<file path="src/rtl/decode_stage_pkg.sv">
// Shared RV32I decode definitions: opcodes, funct3 values, the 4-bit ALU
// operation encoding and immediate format selection. Execute imports this too.
package decode_stage_pkg;

    // Base opcodes (instr[6:0])
    localparam logic [6:0] OPC_LUI    = 7'b0110111;
    localparam logic [6:0] OPC_AUIPC  = 7'b0010111;
    localparam logic [6:0] OPC_JAL    = 7'b1101111;
    localparam logic [6:0] OPC_JALR   = 7'b1100111;
    localparam logic [6:0] OPC_BRANCH = 7'b1100011;
    localparam logic [6:0] OPC_LOAD   = 7'b0000011;
    localparam logic [6:0] OPC_STORE  = 7'b0100011;
    localparam logic [6:0] OPC_OP_IMM = 7'b0010011;
    localparam logic [6:0] OPC_OP     = 7'b0110011;
    localparam logic [6:0] OPC_FENCE  = 7'b0001111;
    localparam logic [6:0] OPC_SYSTEM = 7'b1110011;

    // funct3 for OP / OP-IMM
    localparam logic [2:0] F3_ADD_SUB = 3'b000;
    localparam logic [2:0] F3_SLL     = 3'b001;
    localparam logic [2:0] F3_SLT     = 3'b010;
    localparam logic [2:0] F3_SLTU    = 3'b011;
    localparam logic [2:0] F3_XOR     = 3'b100;
    localparam logic [2:0] F3_SRL_SRA = 3'b101;
    localparam logic [2:0] F3_OR      = 3'b110;
    localparam logic [2:0] F3_AND     = 3'b111;

    // funct3 for BRANCH
    localparam logic [2:0] F3_BEQ  = 3'b000;
    localparam logic [2:0] F3_BNE  = 3'b001;
    localparam logic [2:0] F3_BLT  = 3'b100;
    localparam logic [2:0] F3_BGE  = 3'b101;
    localparam logic [2:0] F3_BLTU = 3'b110;
    localparam logic [2:0] F3_BGEU = 3'b111;

    // funct3 for LOAD / STORE / JALR
    localparam logic [2:0] F3_LB   = 3'b000;
    localparam logic [2:0] F3_LH   = 3'b001;
    localparam logic [2:0] F3_LW   = 3'b010;
    localparam logic [2:0] F3_LBU  = 3'b100;
    localparam logic [2:0] F3_LHU  = 3'b101;
    localparam logic [2:0] F3_SB   = 3'b000;
    localparam logic [2:0] F3_SH   = 3'b001;
    localparam logic [2:0] F3_SW   = 3'b010;
    localparam logic [2:0] F3_JALR = 3'b000;

    // funct7 values that select the alternate OP forms
    localparam logic [6:0] F7_BASE = 7'b0000000;
    localparam logic [6:0] F7_ALT  = 7'b0100000;

    // ALU operation class handed to execute
    typedef enum logic [3:0] {
        ALU_ADD  = 4'd0,
        ALU_SUB  = 4'd1,
        ALU_SLL  = 4'd2,
        ALU_SLT  = 4'd3,
        ALU_SLTU = 4'd4,
        ALU_XOR  = 4'd5,
        ALU_SRL  = 4'd6,
        ALU_SRA  = 4'd7,
        ALU_OR   = 4'd8,
        ALU_AND  = 4'd9,
        ALU_EQ   = 4'd10,
        ALU_NE   = 4'd11,
        ALU_GE   = 4'd12,
        ALU_GEU  = 4'd13,
        ALU_LT   = 4'd14,
        ALU_LTU  = 4'd15
    } alu_op_e;

    // Immediate layout families; FMT_R means no immediate (zero)
    typedef enum logic [2:0] {
        FMT_R = 3'd0,
        FMT_I = 3'd1,
        FMT_S = 3'd2,
        FMT_B = 3'd3,
        FMT_U = 3'd4,
        FMT_J = 3'd5
    } imm_fmt_e;

    // FENCE and SYSTEM carry their payload (fm/pred/succ, ECALL/EBREAK) in
    // the I-format field, so execute can tell them apart from imm.
    function automatic imm_fmt_e imm_fmt(input logic [6:0] opcode);
        imm_fmt_e fmt;
        case (opcode)
            OPC_OP_IMM, OPC_LOAD, OPC_JALR,
            OPC_FENCE, OPC_SYSTEM:           fmt = FMT_I;
            OPC_STORE:                       fmt = FMT_S;
            OPC_BRANCH:                      fmt = FMT_B;
            OPC_LUI, OPC_AUIPC:              fmt = FMT_U;
            OPC_JAL:                         fmt = FMT_J;
            default:                         fmt = FMT_R;
        endcase
        return fmt;
    endfunction

endpackage

</file>
<file path="src/rtl/decode_stage_imm_gen.sv">
// Combinational immediate generator: selects the RV32I layout from the
// opcode and sign-extends from instr[31]. Shift-immediates fall out of the
// I layout with shamt in imm[4:0].
module decode_stage_imm_gen
    import decode_stage_pkg::*;
(
    input  logic [31:0] instr,
    output logic [31:0] imm
);

    // Reassemble the immediate bits for the layout chosen by the opcode.
    always_comb begin
        imm = '0;
        case (imm_fmt(instr[6:0]))
            FMT_I:   imm = {{20{instr[31]}}, instr[31:20]};
            FMT_S:   imm = {{20{instr[31]}}, instr[31:25], instr[11:7]};
            FMT_B:   imm = {{20{instr[31]}}, instr[7], instr[30:25],
                            instr[11:8], 1'b0};
            FMT_U:   imm = {instr[31:12], 12'b0};
            FMT_J:   imm = {{12{instr[31]}}, instr[19:12], instr[20],
                            instr[30:21], 1'b0};
            default: imm = '0;
        endcase
    end

endmodule

</file>
<file path="src/rtl/decode_stage.sv">
// Registered RV32I decode stage. Decodes the fetch beat combinationally and
// registers the result in a single output stage.
//
// Handshake: d_i_ce marks a valid fetch beat. A beat is consumed only on an
// edge where d_i_ce=1, d_i_stall=0 and d_i_flush=0; otherwise fetch keeps
// holding it (stall) or it is dropped (flush). d_o_ce marks a valid decoded
// beat for exactly the cycle after a consuming edge. d_o_stall / d_o_flush
// are the registered stall/flush seen one edge earlier, returned to fetch.
module decode_stage
    import decode_stage_pkg::*;
#(
    parameter int IWIDTH     = 32,
    parameter int PC_WIDTH   = 32,
    parameter int REG_AWIDTH = 5
) (
    input  logic                  d_clk,
    input  logic                  d_rst,
    input  logic [IWIDTH-1:0]     d_i_instr,
    input  logic [PC_WIDTH-1:0]   d_i_addr_instr,
    input  logic                  d_i_ce,
    input  logic                  d_i_stall,
    input  logic                  d_i_flush,
    output logic [PC_WIDTH-1:0]   d_o_addr_instr,
    output logic [REG_AWIDTH-1:0] d_o_rs1_addr,
    output logic [REG_AWIDTH-1:0] d_o_rs2_addr,
    output logic [REG_AWIDTH-1:0] d_o_rd_addr,
    output logic [31:0]           d_o_imm,
    output logic [6:0]            d_o_opcode,
    output logic [2:0]            d_o_funct3,
    output logic [3:0]            d_o_alu_op,
    output logic                  d_o_exception,
    output logic                  d_o_ce,
    output logic                  d_o_stall,
    output logic                  d_o_flush
);

    logic [6:0]            opcode;
    logic [2:0]            funct3;
    logic [6:0]            funct7;
    logic                  legal;
    alu_op_e               alu_raw;
    logic [31:0]           imm_raw;
    logic                  capture;

    logic [REG_AWIDTH-1:0] dec_rs1;
    logic [REG_AWIDTH-1:0] dec_rs2;
    logic [REG_AWIDTH-1:0] dec_rd;
    logic [31:0]           dec_imm;
    alu_op_e               dec_alu;

    assign opcode  = d_i_instr[6:0];
    assign funct3  = d_i_instr[14:12];
    assign funct7  = d_i_instr[31:25];
    assign capture = d_i_ce && !d_i_stall && !d_i_flush;

    decode_stage_imm_gen u_imm_gen (
        .instr (d_i_instr),
        .imm   (imm_raw)
    );

    // Legality check and ALU class selection from opcode/funct3/funct7.
    always_comb begin
        legal   = 1'b0;
        alu_raw = ALU_ADD;
        if (d_i_instr[1:0] == 2'b11) begin
            case (opcode)
                OPC_LUI, OPC_AUIPC, OPC_JAL: legal = 1'b1;
                OPC_FENCE, OPC_SYSTEM:       legal = 1'b1;
                OPC_JALR:  legal = (funct3 == F3_JALR);
                OPC_LOAD:  legal = (funct3 == F3_LB)  || (funct3 == F3_LH) ||
                                   (funct3 == F3_LW)  || (funct3 == F3_LBU) ||
                                   (funct3 == F3_LHU);
                OPC_STORE: legal = (funct3 == F3_SB) || (funct3 == F3_SH) ||
                                   (funct3 == F3_SW);
                OPC_BRANCH: begin
                    legal = 1'b1;
                    case (funct3)
                        F3_BEQ:  alu_raw = ALU_EQ;
                        F3_BNE:  alu_raw = ALU_NE;
                        F3_BLT:  alu_raw = ALU_LT;
                        F3_BGE:  alu_raw = ALU_GE;
                        F3_BLTU: alu_raw = ALU_LTU;
                        F3_BGEU: alu_raw = ALU_GEU;
                        default: legal   = 1'b0;
                    endcase
                end
                OPC_OP_IMM: begin
                    legal = 1'b1;
                    case (funct3)
                        F3_ADD_SUB: alu_raw = ALU_ADD;
                        F3_SLL: begin
                            alu_raw = ALU_SLL;
                            legal   = (funct7 == F7_BASE);
                        end
                        F3_SLT:     alu_raw = ALU_SLT;
                        F3_SLTU:    alu_raw = ALU_SLTU;
                        F3_XOR:     alu_raw = ALU_XOR;
                        F3_SRL_SRA: begin
                            alu_raw = funct7[5] ? ALU_SRA : ALU_SRL;
                            legal   = (funct7 == F7_BASE) || (funct7 == F7_ALT);
                        end
                        F3_OR:      alu_raw = ALU_OR;
                        default:    alu_raw = ALU_AND;
                    endcase
                end
                OPC_OP: begin
                    // Only ADD/SUB and SRL/SRA have an alternate funct7 form.
                    legal = (funct7 == F7_BASE) ||
                            ((funct7 == F7_ALT) &&
                             ((funct3 == F3_ADD_SUB) || (funct3 == F3_SRL_SRA)));
                    case (funct3)
                        F3_ADD_SUB: alu_raw = funct7[5] ? ALU_SUB : ALU_ADD;
                        F3_SLL:     alu_raw = ALU_SLL;
                        F3_SLT:     alu_raw = ALU_SLT;
                        F3_SLTU:    alu_raw = ALU_SLTU;
                        F3_XOR:     alu_raw = ALU_XOR;
                        F3_SRL_SRA: alu_raw = funct7[5] ? ALU_SRA : ALU_SRL;
                        F3_OR:      alu_raw = ALU_OR;
                        default:    alu_raw = ALU_AND;
                    endcase
                end
                default: legal = 1'b0;
            endcase
        end
    end

    // Illegal encodings present zeroed operands and a neutral ADD class.
    always_comb begin
        dec_rs1 = '0;
        dec_rs2 = '0;
        dec_rd  = '0;
        dec_imm = '0;
        dec_alu = ALU_ADD;
        if (legal) begin
            dec_rs1 = d_i_instr[19:15];
            dec_rs2 = d_i_instr[24:20];
            dec_rd  = d_i_instr[11:7];
            dec_imm = imm_raw;
            dec_alu = alu_raw;
        end
    end

    // Output register: data loads only on capture; control follows the
    // previous edge's stall/flush so nothing reaches fetch combinationally.
    always_ff @(posedge d_clk or negedge d_rst) begin
        if (!d_rst) begin
            d_o_addr_instr <= '0;
            d_o_rs1_addr   <= '0;
            d_o_rs2_addr   <= '0;
            d_o_rd_addr    <= '0;
            d_o_imm        <= '0;
            d_o_opcode     <= '0;
            d_o_funct3     <= '0;
            d_o_alu_op     <= '0;
            d_o_exception  <= 1'b0;
            d_o_ce         <= 1'b0;
            d_o_stall      <= 1'b0;
            d_o_flush      <= 1'b0;
        end else begin
            d_o_ce    <= capture;
            d_o_flush <= d_i_flush;
            d_o_stall <= d_i_flush || d_i_stall;
            if (capture) begin
                d_o_addr_instr <= d_i_addr_instr;
                d_o_rs1_addr   <= dec_rs1;
                d_o_rs2_addr   <= dec_rs2;
                d_o_rd_addr    <= dec_rd;
                d_o_imm        <= dec_imm;
                d_o_opcode     <= opcode;
                d_o_funct3     <= funct3;
                d_o_alu_op     <= dec_alu;
                d_o_exception  <= !legal;
            end
        end
    end

endmodule

</file>
<file path="config.mk">
export PLATFORM = sky130hd
export DESIGN_NAME = decode_stage
export DESIGN_NICKNAME = d
export VERILOG_FILES = /design/src/rtl/decode_stage_pkg.sv /design/src/rtl/decode_stage_imm_gen.sv /design/src/rtl/decode_stage.sv
export SDC_FILE = /design/constraint.sdc
export NUM_CORES = 1
export LEC_CHECK = 0
export ABC_AREA = 1
export BUFFER_PORTS_ARGS = -buffer_cell sky130_fd_sc_hd__clkbuf_2
export CORE_MARGIN = 5
export CORE_UTILIZATION = 46
export CTS_CLUSTER_DIAMETER = 40
export CTS_CLUSTER_SIZE = 24
export DETAILED_ROUTE_END_ITERATION = 12
export MAX_ROUTING_LAYER = met4
export PLACE_DENSITY = 0.74
export SLEW_MARGIN = 20
export SYNTH_ARGS = -nofsm -noshare
export SYNTH_HDL_FRONTEND = slang
export SYNTH_SLANG_ARGS = --single-unit
</file>
<file path="constraint.sdc">
create_clock -name d_clk -period 0.8 [get_ports d_clk]
set_clock_uncertainty 0.1 [all_clocks]
set_input_delay 0 -clock d_clk [delete_from_list [all_inputs] [get_ports d_clk]]
set_output_delay 0 -clock d_clk [all_outputs]
set_load 0.03 [all_outputs]
</file>
==> results of run 1 <==
[cells in the final DEF, fill, tap and decap left out, drive strengths merged]
| master | n |
|---|---|
| nand3 | 59 |
| o22ai | 4 |
| dlygate4sd3 | 55 |
| clkinvlp | 1 |
| nand4 | 3 |
| nand2 | 311 |
| a21oi | 11 |
| dlymetal6s4s | 1 |
| dfrtp | 97 |
| clkbuf | 72 |
| inv | 39 |
| a21boi | 1 |
| nor2 | 59 |
| buf | 223 |
| o21ai | 18 |
| bufinv | 2 |
| clkinv | 2 |
| nor3 | 3 |
[worst paths after layout]
| path | from | endpoint | cells after the start |
|---|---|---|---|
| max | d_i_instr[4] | d_o_imm[11] | 11 |
| min | d_i_instr[12] | d_o_funct3[0] | 4 |
| max reg2reg | d_o_rs1_addr[4] | d_o_rs1_addr[4] | 4 |
| min reg2reg | d_o_funct3[1] | d_o_funct3[1] | 2 |
| max in group asynchronous | d_rst | d_o_imm[15] | 3 |
| min in group asynchronous | d_rst | d_o_addr_instr[13] | 2 |
[metal layers]
| metal | routed length, um | vias to the layer above | GRT usage |
|---|---|---|---|
| met1 | 9120 | 2997 | 0.386 |
| met3 | 2890 | 163 | 0.0745 |
| li1 | - | 2603 | - |
| met5 | 0 | - | - |
| met2 | 12100 | 557 | 0.539 |
| met4 | 1390 | 0 | 0.0911 |
[through the flow]
step                      hold slack (ns)  instances   util  worst slack (ns)
after floorplan                    -0.396        637      -            -0.401
after global placement             -0.196        982  0.616            -0.611
after detailed placement           -0.191        982  0.616            -0.652
after CTS                         -0.0445       1076  0.789            -0.287
after global routing              -0.0364       1101  0.848            -0.514
final                             -0.0576       1101  0.848            -0.485
[state kept, by name, summed over array words and instances, names as in the netlist]
name,cells
d_o_alu_op,4
d_o_opcode,7
d_o_funct3,3
d_o_imm,32
d_o_rs2_addr,5
d_o_exception,1
d_o_rs1_addr,5
d_o_flush,1
d_o_ce,1
d_o_stall,1
d_o_addr_instr,32
d_o_rd_addr,5
[where the power goes]
group          switching, mW  internal, mW  leakage [nW]
Sequential             0.514          5.35          1.23
Clock                   1.97          1.78         0.107
Combinational           2.40          2.19          3.45
Total                   4.88          9.32          4.78
[worst max-delay path: cells and delay by family]
kind,cells,cell delay [ns]
simple gates,8,0.99
buf+inv,3,0.46
[repair_timing]
action                                  4_1_cts  5_1_grt
gates resized for setup                     211      213
gates cloned                                  0        0
pin swaps                                     4       21
buffers inserted                             22       27
endpoints found under the setup margin      149      182
hold endpoints to repair                    168       19
[cell families (layout without fill, tap and decap cells)]
family / count (synthesis) / after routing / share of synthesized area
flip-flops: 97 / 97 / 0.484
AO/OA/AOI/OAI: 34 / 34 / 0.0362
AND/OR/NAND/NOR: 435 / 435 / 0.406
buffers and inverters: 71 / 395 / 0.0729
[final cells by class]
class | instances | area (sq um) | area share
clock inverter | 6 | 90.1 | 0.00989
sequential | 97 | 2480 | 0.272
inverter | 38 | 158 | 0.0173
multi-input combinational | 469 | 2550 | 0.280
tap | 140 | 175 | 0.0192
clock buffer | 10 | 128 | 0.0140
timing repair buffer | 341 | 3530 | 0.387
==> impl_metrics.csv, run 1 <==
group,metric,value,unit
die,die_area,13100,sq um
detailed_routing,ant_nets,0,
clock_tree,clockBufferDepth,2,
global_routing,antenna_found_initial,0,
final_layout,fin_area,9110,sq um
synthesis,ys_ff_latch,97,
sta,finalHoldViolations,19,
worst_setup_path,cp-start-kind,"primary input",
clock_tree,clkTransAtPathRegs,0.10,ns
synthesis,yosys_warnings,0,
synthesis,syn_area,5010,sq um
worst_hold_path,hold_path.class,"primary input to flop",
sta,timing.slew.headroom,0.672,
detailed_routing,drt_wl_total,25.5,mm
sta,setup_viol,184,
global_routing,grt_overflow,0,
detailed_routing,viasPerCell,5.74,
placement,placement.io_buffers,165,
detailed_routing,wire_per_inst,23.1,um
worst_setup_path,crit_slowest_cell,"buf_12",
clock_tree,clk_latency,0.38,ns
global_routing,grt_pass1_vias,5966,
die,num_rows,38,
sta,fin_ws,-0.485,ns
detailed_routing,drt_iter0_markers,836,
placement,place_area,6620,sq um
synthesis,synth_nets,706,
sta,slew_viol_final,0,
clock_tree,cts_max_level,3,
clock_tree,clkSinkCount,97,
global_routing,grt.total_usage,0.320,
clock_tree,hold_buffers,56,
placement,gp_congestion,0.877,
clock_tree,cts_made_buffers,9,
sta,fmax,778,MHz
die,die_h,114,um
sta,finalCriticalPeriod,1.28,ns
sta,worstMarginPinSlew,0.492,ns
die,start_util,0.466,
synthesis,ys_types,26,
run,maxCapViolations,0,
status,status,"finished with violations",
worst_setup_path,cp.required,0.95,ns
worst_setup_path,worstPathMaxFanout,14,
placement,dpl.hpwl,11.3,mm
synthesis,synth_common_cells,"nand2_1 (306), dfrtp_1 (97), nor2_1 (55)",
worst_setup_path,cp-end-kind,"flop",
pwr,vdd_drop_max,1.06,mV
pwr,p_per_area,1560,nW/um^2
clock_tree,clock-root-buffer,"clkbuf_8",
detailed_routing,first_pass_iters,6,
sta,rsz0062_at_grt,"yes",
synthesis,synth_most_common_cell,"nand2_1",
status,violations,"negative hold slack, negative setup slack",
final_layout,nets,1025,
worst_setup_path,worstSetupPathType,"primary input to flop",
synthesis,synth_top_area_share,0.484,
die,chipWidth,114,um
final_layout,synthToLayoutAreaGrowth,81.8,%
synthesis,syn_inst,637,
synthesis,synth-edff-count,0,
synthesis,synth_area_leaders,"dfrtp_1 (48%), nand2_1 (23%), nand3_2 (10%), nor2_1 (4.1%), inv_1 (2.4%)",
global_routing,grt_max_degree,51,
clock_tree,cts_tree,"done",
final_layout,drive_above_1_share,0.519,
sta,min_period_over_period,1.61,
worst_setup_path,r2r_setup_slack,-0.27,ns
detailed_routing,routed-via-count,6320,
synthesis,ys_seq_area_frac,0.484,
pwr,total_power,14.2,mW
synthesis,yosys.area.top_type,"dfrtp_1",
final_layout,fillers,474,
global_routing,grt_pass1_wl,31.7,mm
worst_setup_path,arrival,1.44,ns
synthesis,avgSynthCellArea,7.87,sq um
pwr,p_leak,4.78,nW
worst_setup_path,cpMostUsedCell,"nand2_1",
die,coreArea,10700,sq um
worst_setup_path,critPathMaxStageDelay,0.21,ns
die,io_pins,166,
sta,timing.setup.tns,-50.77,ns
detailed_routing,drc_errors,0,
synthesis,ys.flop_type,"dfrtp_1",
final_layout,n_antenna_cell,0,
sta,hold-worst-slack,-0.0576,ns
worst_setup_path,path_cells,"clkbuf_4 -> inv_2 -> nand2_1 -> nor2_1 -> nor2_1 -> nand2_1 -> nor2_2 -> nand3_4 -> buf_12 -> nand3_2 -> nand2_1",
synthesis,synthArstFlopShare,1.00,
(Power assumes the default switching activity.)
==> run 2: changes to the inputs <==
- CELL_PAD_IN_SITES_DETAIL_PLACEMENT: default -> 0
- CELL_PAD_IN_SITES_GLOBAL_PLACEMENT: default -> 1
- CORE_UTILIZATION: 46 -> 33
- CTS_CLUSTER_DIAMETER: 40 -> 30
==> run 2 against run 1 <==
The flow still finishes with violations (negative hold slack, negative setup slack). Worst hold slack gained 0.017 ns. Power rose by 3.0%. Utilization down 24 points. Critical path depth increased by 2. First-iteration DRC count shrank 63%. Combinational power fell by 13%. Clock power grew 31%. Maximum frequency increased by 17%. Sequential power decreased by 2%. Via count is 16% lower.
==> impl_metrics.csv, run 2 (synthesis results as in run 1) <==
group,metric,value,unit
sta,min_period_over_period,1.37,
pwr,intPower,10.3,mW
detailed_routing,drc_errors,0,
global_routing,grt_max_degree,48,
sta,fin_ws,-0.298,ns
placement,placement.io_buffers,165,
pwr,power_switching_share,0.295,
status,violations,"negative hold slack, negative setup slack",
final_layout,finish.utilization,0.609,
final_layout,layout_commonest_cell,"nand2_1",
pwr,p_leak,4.79,nW
detailed_routing,drt_wl_total,17.6,mm
global_routing,grt_pass1_wl,28.2,mm
final_layout,n_antenna_cell,0,
detailed_routing,first_pass_iters,4,
clock_tree,clock-root-buffer,"clkbuf_16",
detailed_routing,routed-via-count,5338,
die,coreArea,15000,sq um
clock_tree,cts_made_buffers,9,
sta,finalCriticalPeriod,1.10,ns
final_layout,top_regs,"d_o_addr_instr: 32 flops, d_o_imm: 32 flops, d_o_opcode: 7 flops",
detailed_routing,viasPerCell,4.68,
worst_setup_path,r2r_start,"d_o_addr_instr[25]",
die,die_h,133,um
clock_tree,clk_latency,0.34,ns
global_routing,use_met1,0.254,
worst_setup_path,path_depth,13,
detailed_routing,ant_nets,0,
clock_tree,cts_tree,"done",
final_layout,synthToLayoutAreaGrowth,82.8,%
run,maxCapViolations,0,
global_routing,grt_overflow,0,
worst_setup_path,crit_slowest_cell,"clkbuf_16",
detailed_routing,drt_iter0_markers,307,
die,die_area,17700,sq um
final_layout,nets,1016,
worst_setup_path,ff2ff_path_depth,4,
sta,slew_viol_final,0,
worst_setup_path,cp.required,0.99,ns
global_routing,antenna_found_initial,0,
global_routing,grtUsageMet3,0.0385,
final_layout,layout_common_cells,"nand2_1 (285), buf_8 (102), buf_4 (83)",
clock_tree,cts_max_level,3,
clock_tree,clockBufferDepth,2,
placement,pre_cts_ws,-0.694,ns
pwr,p_per_area,1600,nW/um^2
pwr,seqPwrFrac,0.392,
sta,setup_viol,157,
worst_setup_path,worstPathMaxFanout,8,
worst_hold_path,hold_path.class,"primary input to asynchronous set/reset pin",
pwr,vdd_drop_max,1.04,mV
final_layout,final_cells,1140,
worst_setup_path,critPathBufInv,5,
sta,hold-worst-slack,-0.0403,ns
final_layout,drive_above_1_share,0.463,
worst_setup_path,worstSetupPathType,"primary input to flop",
detailed_routing,wire_per_inst,15.4,um
global_routing,grt.total_usage,0.202,
placement,gp_congestion,0.891,
die,chipWidth,133,um
pwr,p_sw,4.31,mW
clock_tree,clkTransAtPathRegs,0.07,ns
placement,place_area,6650,sq um
sta,worstMarginPinSlew,0.315,ns
worst_setup_path,cp_top_family,"buffers and inverters",
sta,timing.slew.headroom,0.790,
placement,place_inst,1024,
worst_setup_path,path_cells,"clkbuf_16 -> nor2_4 -> nand2_8 -> buf_12 -> nor2_8 -> nand2_4 -> o21ai_2 -> inv_2 -> nand3_4 -> buf_12 -> clkbuf_16 -> nand3_2 -> nand2_1",
clock_tree,clkSinkCount,97,
worst_setup_path,cp-end-kind,"flop",
worst_setup_path,critPathMaxStageDelay,0.16,ns
die,io_pins,166,
global_routing,grt.busiest_layer,"met2",
global_routing,grt_pass1_vias,5523,
sta,finalHoldViolations,6,
final_layout,fin_area,9160,sq um
placement,dpl.hpwl,11.4,mm
die,num_rows,45,
worst_setup_path,arrival,1.29,ns
clock_tree,hold_buffers,57,
global_routing,met2_usage,0.334,
sta,rsz0062_at_grt,"yes",
worst_setup_path,crit_start,"d_i_instr[3]",
die,start_util,0.333,
worst_setup_path,cp-start-kind,"primary input",
pwr,p_clk_frac,0.335,
sta,fmax,911,MHz
status,status,"finished with violations",
pwr,comb_power_share,0.273,
==> run 2: cell types whose count changed in the layout (fill, tap and decap cells not counted), sizes merged <==
| cell | delta |
|---|---|
| buf | -11 |
| clkbuf | +2 |
| clkinv | -1 |
| clkinvlp | -1 |
| dlygate4sd3 | +2 |
| dlymetal6s4s | -1 |
| inv | +1 |
==> run 2: power by group through the flow <==
stage	logic [mW]	clock network [mW]	registers (mW)
after floorplan	0.772	0	6.43
after global placement	2.63	0	5.64
after detailed placement	2.66	0	5.66
after CTS	3.70	5.05	5.62
after global routing	4.26	5.25	5.76
final	3.99	4.90	5.73
==> run 2: path summary, 6_finish.rpt <==
kind / endpoint / slack [ns]
worst max-delay path: d_o_rs1_addr[3] / -0.30
worst min-delay path: d_o_opcode[0] / -0.04
worst max register to register: d_o_addr_instr[25] / -0.22
worst min register to register: d_o_addr_instr[6] / 0.41
max in group asynchronous: d_o_addr_instr[29] / 0.21
min in group d_clk: d_o_funct3[0] / -0.04
==> run 2: per-stage QoR <==
| step | setup TNS, ns | power [mW] |
|---|---|---|
| floorplan | -20.88 | 7.20 |
| global placement | -40.78 | 8.27 |
| detailed placement | -41.71 | 8.32 |
| CTS | -35.00 | 14.4 |
| global route | -41.09 | 15.3 |
| finish | -33.59 | 14.6 |
==> run 2: per-layer routing <==
metal	share of wire	up-vias
met1	0.43	2542
met2	0.50	184
met3	0.058	15
met4	0.013	0
li1	-	2597
met5	0	-
==> run 2: area by class of cell <==
| cell class | count | area [sq um] |
|---|---|---|
| clock inverter | 5 | 85.1 |
| inverter | 38 | 165 |
| sequential | 97 | 2480 |
| clock buffer | 11 | 253 |
| tap | 188 | 235 |
| timing repair buffer | 332 | 3550 |
| fill | 1252 | 5870 |
| multi-input combinational | 469 | 2400 |
==> run 2: worst reg2reg max path, stage by stage (launching register included) <==
cell and delay [ns]:
dfrtp_2 0.43, buf_4 0.15, buf_6 0.11, nand2_2 0.07, nand2_2 0.05
==> run 2: what timing repair did <==
action,4_1_cts,5_1_grt
gates cloned,3,2
pin swaps,12,16
endpoints found under the hold margin,162,6
endpoints found under the setup margin,149,158
gates resized for setup,240,130
setup buffers,27,15
==> run 3: changes to the inputs <==
--- a/constraint.sdc
+++ b/constraint.sdc
@@ -4,2 +4,2 @@
 set_output_delay 0 -clock d_clk [all_outputs]
-set_load 0.03 [all_outputs]
+set_load 0.1 [all_outputs]
==> run 3 against run 2 <==
The flow still finishes with violations (negative hold slack, negative setup slack). Routed wire length fell by 1.7%. Sequential share of layout area rose by 0.22 points. Register-to-register slack improved by 0.10 ns. Worst hold slack got worse by 0.0087 ns. Critical endpoint is now d_o_rs2_addr[4].
==> impl_metrics.csv, run 3 (synthesis results as in run 1) <==
group,metric,value,unit
placement,placement.io_buffers,165,
clock_tree,clkSinkCount,97,
placement,gp_congestion,0.880,
worst_setup_path,cp-end-kind,"flop",
global_routing,antenna_found_initial,0,
global_routing,grt.total_usage,0.201,
final_layout,final_cells,1126,
global_routing,grt_max_degree,46,
die,chipWidth,133,um
clock_tree,cts_made_buffers,9,
die,coreArea,15000,sq um
worst_setup_path,ff2ff_path_depth,3,
die,die_area,17700,sq um
status,violations,"negative hold slack, negative setup slack",
detailed_routing,first_pass_iters,4,
sta,worstMarginPinSlew,0.414,ns
global_routing,grt_pass1_wl,28.2,mm
sta,min_period_over_period,1.46,
final_layout,layout_common_cells,"nand2_1 (268), buf_12 (110), buf_4 (67)",
detailed_routing,ant_nets,0,
clock_tree,clkTransAtPathRegs,0.07,ns
sta,hold-worst-slack,-0.0490,ns
sta,finalHoldViolations,13,
sta,setup_viol,191,
die,die_h,133,um
sta,rsz0062_at_grt,"yes",
final_layout,fin_area,9720,sq um
worst_setup_path,r2r_setup_slack,-0.12,ns
worst_setup_path,cp.required,0.99,ns
pwr,p_per_area,1760,nW/um^2
clock_tree,cts_tree,"done",
final_layout,top_regs,"d_o_addr_instr: 32 flops, d_o_imm: 32 flops, d_o_opcode: 7 flops",
sta,fin_ws,-0.366,ns
die,num_rows,45,
worst_setup_path,arrival,1.35,ns
final_layout,fillers,1182,
final_layout,layout_commonest_cell,"nand2_1",
die,start_util,0.333,
sta,slew_viol_final,0,
detailed_routing,viasPerCell,4.61,
placement,place_inst,1033,
worst_setup_path,r2r-end,"d_o_addr_instr[25]",
placement,pre_cts_ws,-0.730,ns
final_layout,drive_above_1_share,0.534,
worst_setup_path,worstPathMaxFanout,8,
detailed_routing,drt_iter0_markers,206,
detailed_routing,drc_errors,0,
clock_tree,hold_buffers,55,
detailed_routing,wire_per_inst,15.3,um
worst_setup_path,crit_path_end,"d_o_rs2_addr[4]",
pwr,p_leak,4.74,nW
worst_setup_path,r2r_start,"d_o_addr_instr[25]",
global_routing,grt_overflow,0,
clock_tree,cts_max_level,3,
sta,finalCriticalPeriod,1.17,ns
die,io_pins,166,
final_layout,synthToLayoutAreaGrowth,94.0,%
clock_tree,clock-root-buffer,"clkbuf_16",
placement,place_area,8310,sq um
pwr,vdd_drop_max,0.951,mV
global_routing,grt_pass1_vias,5440,
clock_tree,clockBufferDepth,2,
detailed_routing,routed-via-count,5187,
run,maxCapViolations,0,
final_layout,nets,1002,
clock_tree,clk_latency,0.34,ns
worst_setup_path,worstSetupPathType,"primary input to flop",
sta,timing.setup.tns,-45.82,ns
placement,dpl.hpwl,12.1,mm
worst_setup_path,cp-start-kind,"primary input",
sta,timing.slew.headroom,0.724,
worst_setup_path,crit_start,"d_i_instr[3]",
worst_hold_path,hold_path.class,"primary input to asynchronous set/reset pin",
status,status,"finished with violations",
final_layout,n_antenna_cell,0,
sta,fmax,857,MHz
detailed_routing,drt_wl_total,17.3,mm
## run 3: changes by cell type in the layout (fill, tap and decap cells not counted), moves of 4 or more
cell     before  now
buf_12       13  110
buf_4        83   67
buf_6        13   17
buf_8       102    1
dfrtp_1      55    0
dfrtp_2      42   55
dfrtp_4       0   42
nand2_1     285  268
nand2_2      21   36
## run 3: how the worst min path moves through the flow
stage	end	slack [ns]
after floorplan	d_o_alu_op[0]	-0.40
after global placement	d_o_addr_instr[9]	-0.24
after detailed placement	d_o_addr_instr[9]	-0.23
after CTS	d_o_addr_instr[8]	-0.06
after global routing	d_o_addr_instr[8]	-0.04
final	d_o_addr_instr[8]	-0.05
## run 3: final cells by class
type	count	area, sq um	area share
Multi-Input combinational cell	469	2450	0.252
Inverter	38	158	0.0162
Clock buffer	10	239	0.0246
Sequential cell	97	2650	0.273
Timing Repair Buffer	318	3910	0.403
Clock inverter	6	72.6	0.00746
Tap cell	188	235	0.0242
## run 3: metrics by stage
stage          utilization  power [mW]  hold WS, ns
2_1_floorplan            -        9.40       -0.396
3_3_place_gp         0.552        12.0       -0.236
3_5_place_dp         0.552        12.0       -0.231
4_1_cts              0.635        17.1      -0.0564
5_1_grt              0.647        17.7      -0.0381
6_report             0.647        17.1      -0.0490
## run 3: report_power, final
part	internal, mW	switching (mW)	total, mW
clock	2.55	2.01	4.57
sequential	5.52	0.458	5.98
combinational	2.46	4.08	6.54
## run 3: metal layers
metal,share of wire,up-vias,global-route usage
li1,-,2561,-
met1,0.45,2466,0.260
met2,0.49,143,0.330
met3,0.049,17,0.0310
met4,0.012,0,0.0520
met5,0,-,-
## run 3: worst max-delay path, cell delays in order
cell and delay [ns]:
buf_8 0.10, nor2_4 0.14, buf_12 0.12, nand2_8 0.07
buf_6 0.13, nor2_8 0.09, nand2_4 0.05, o21ai_2 0.06
inv_2 0.07, nand3_4 0.09, buf_12 0.15, buf_12 0.14
nand3_2 0.07, nand2_1 0.06
## run 3: what timing repair did
item,in CTS,in global routing
pin swaps,9,15
setup endpoints to repair,191,192
setup buffers,12,6
hold endpoints to repair,160,9
resized for setup,50,43
cloned,4,1
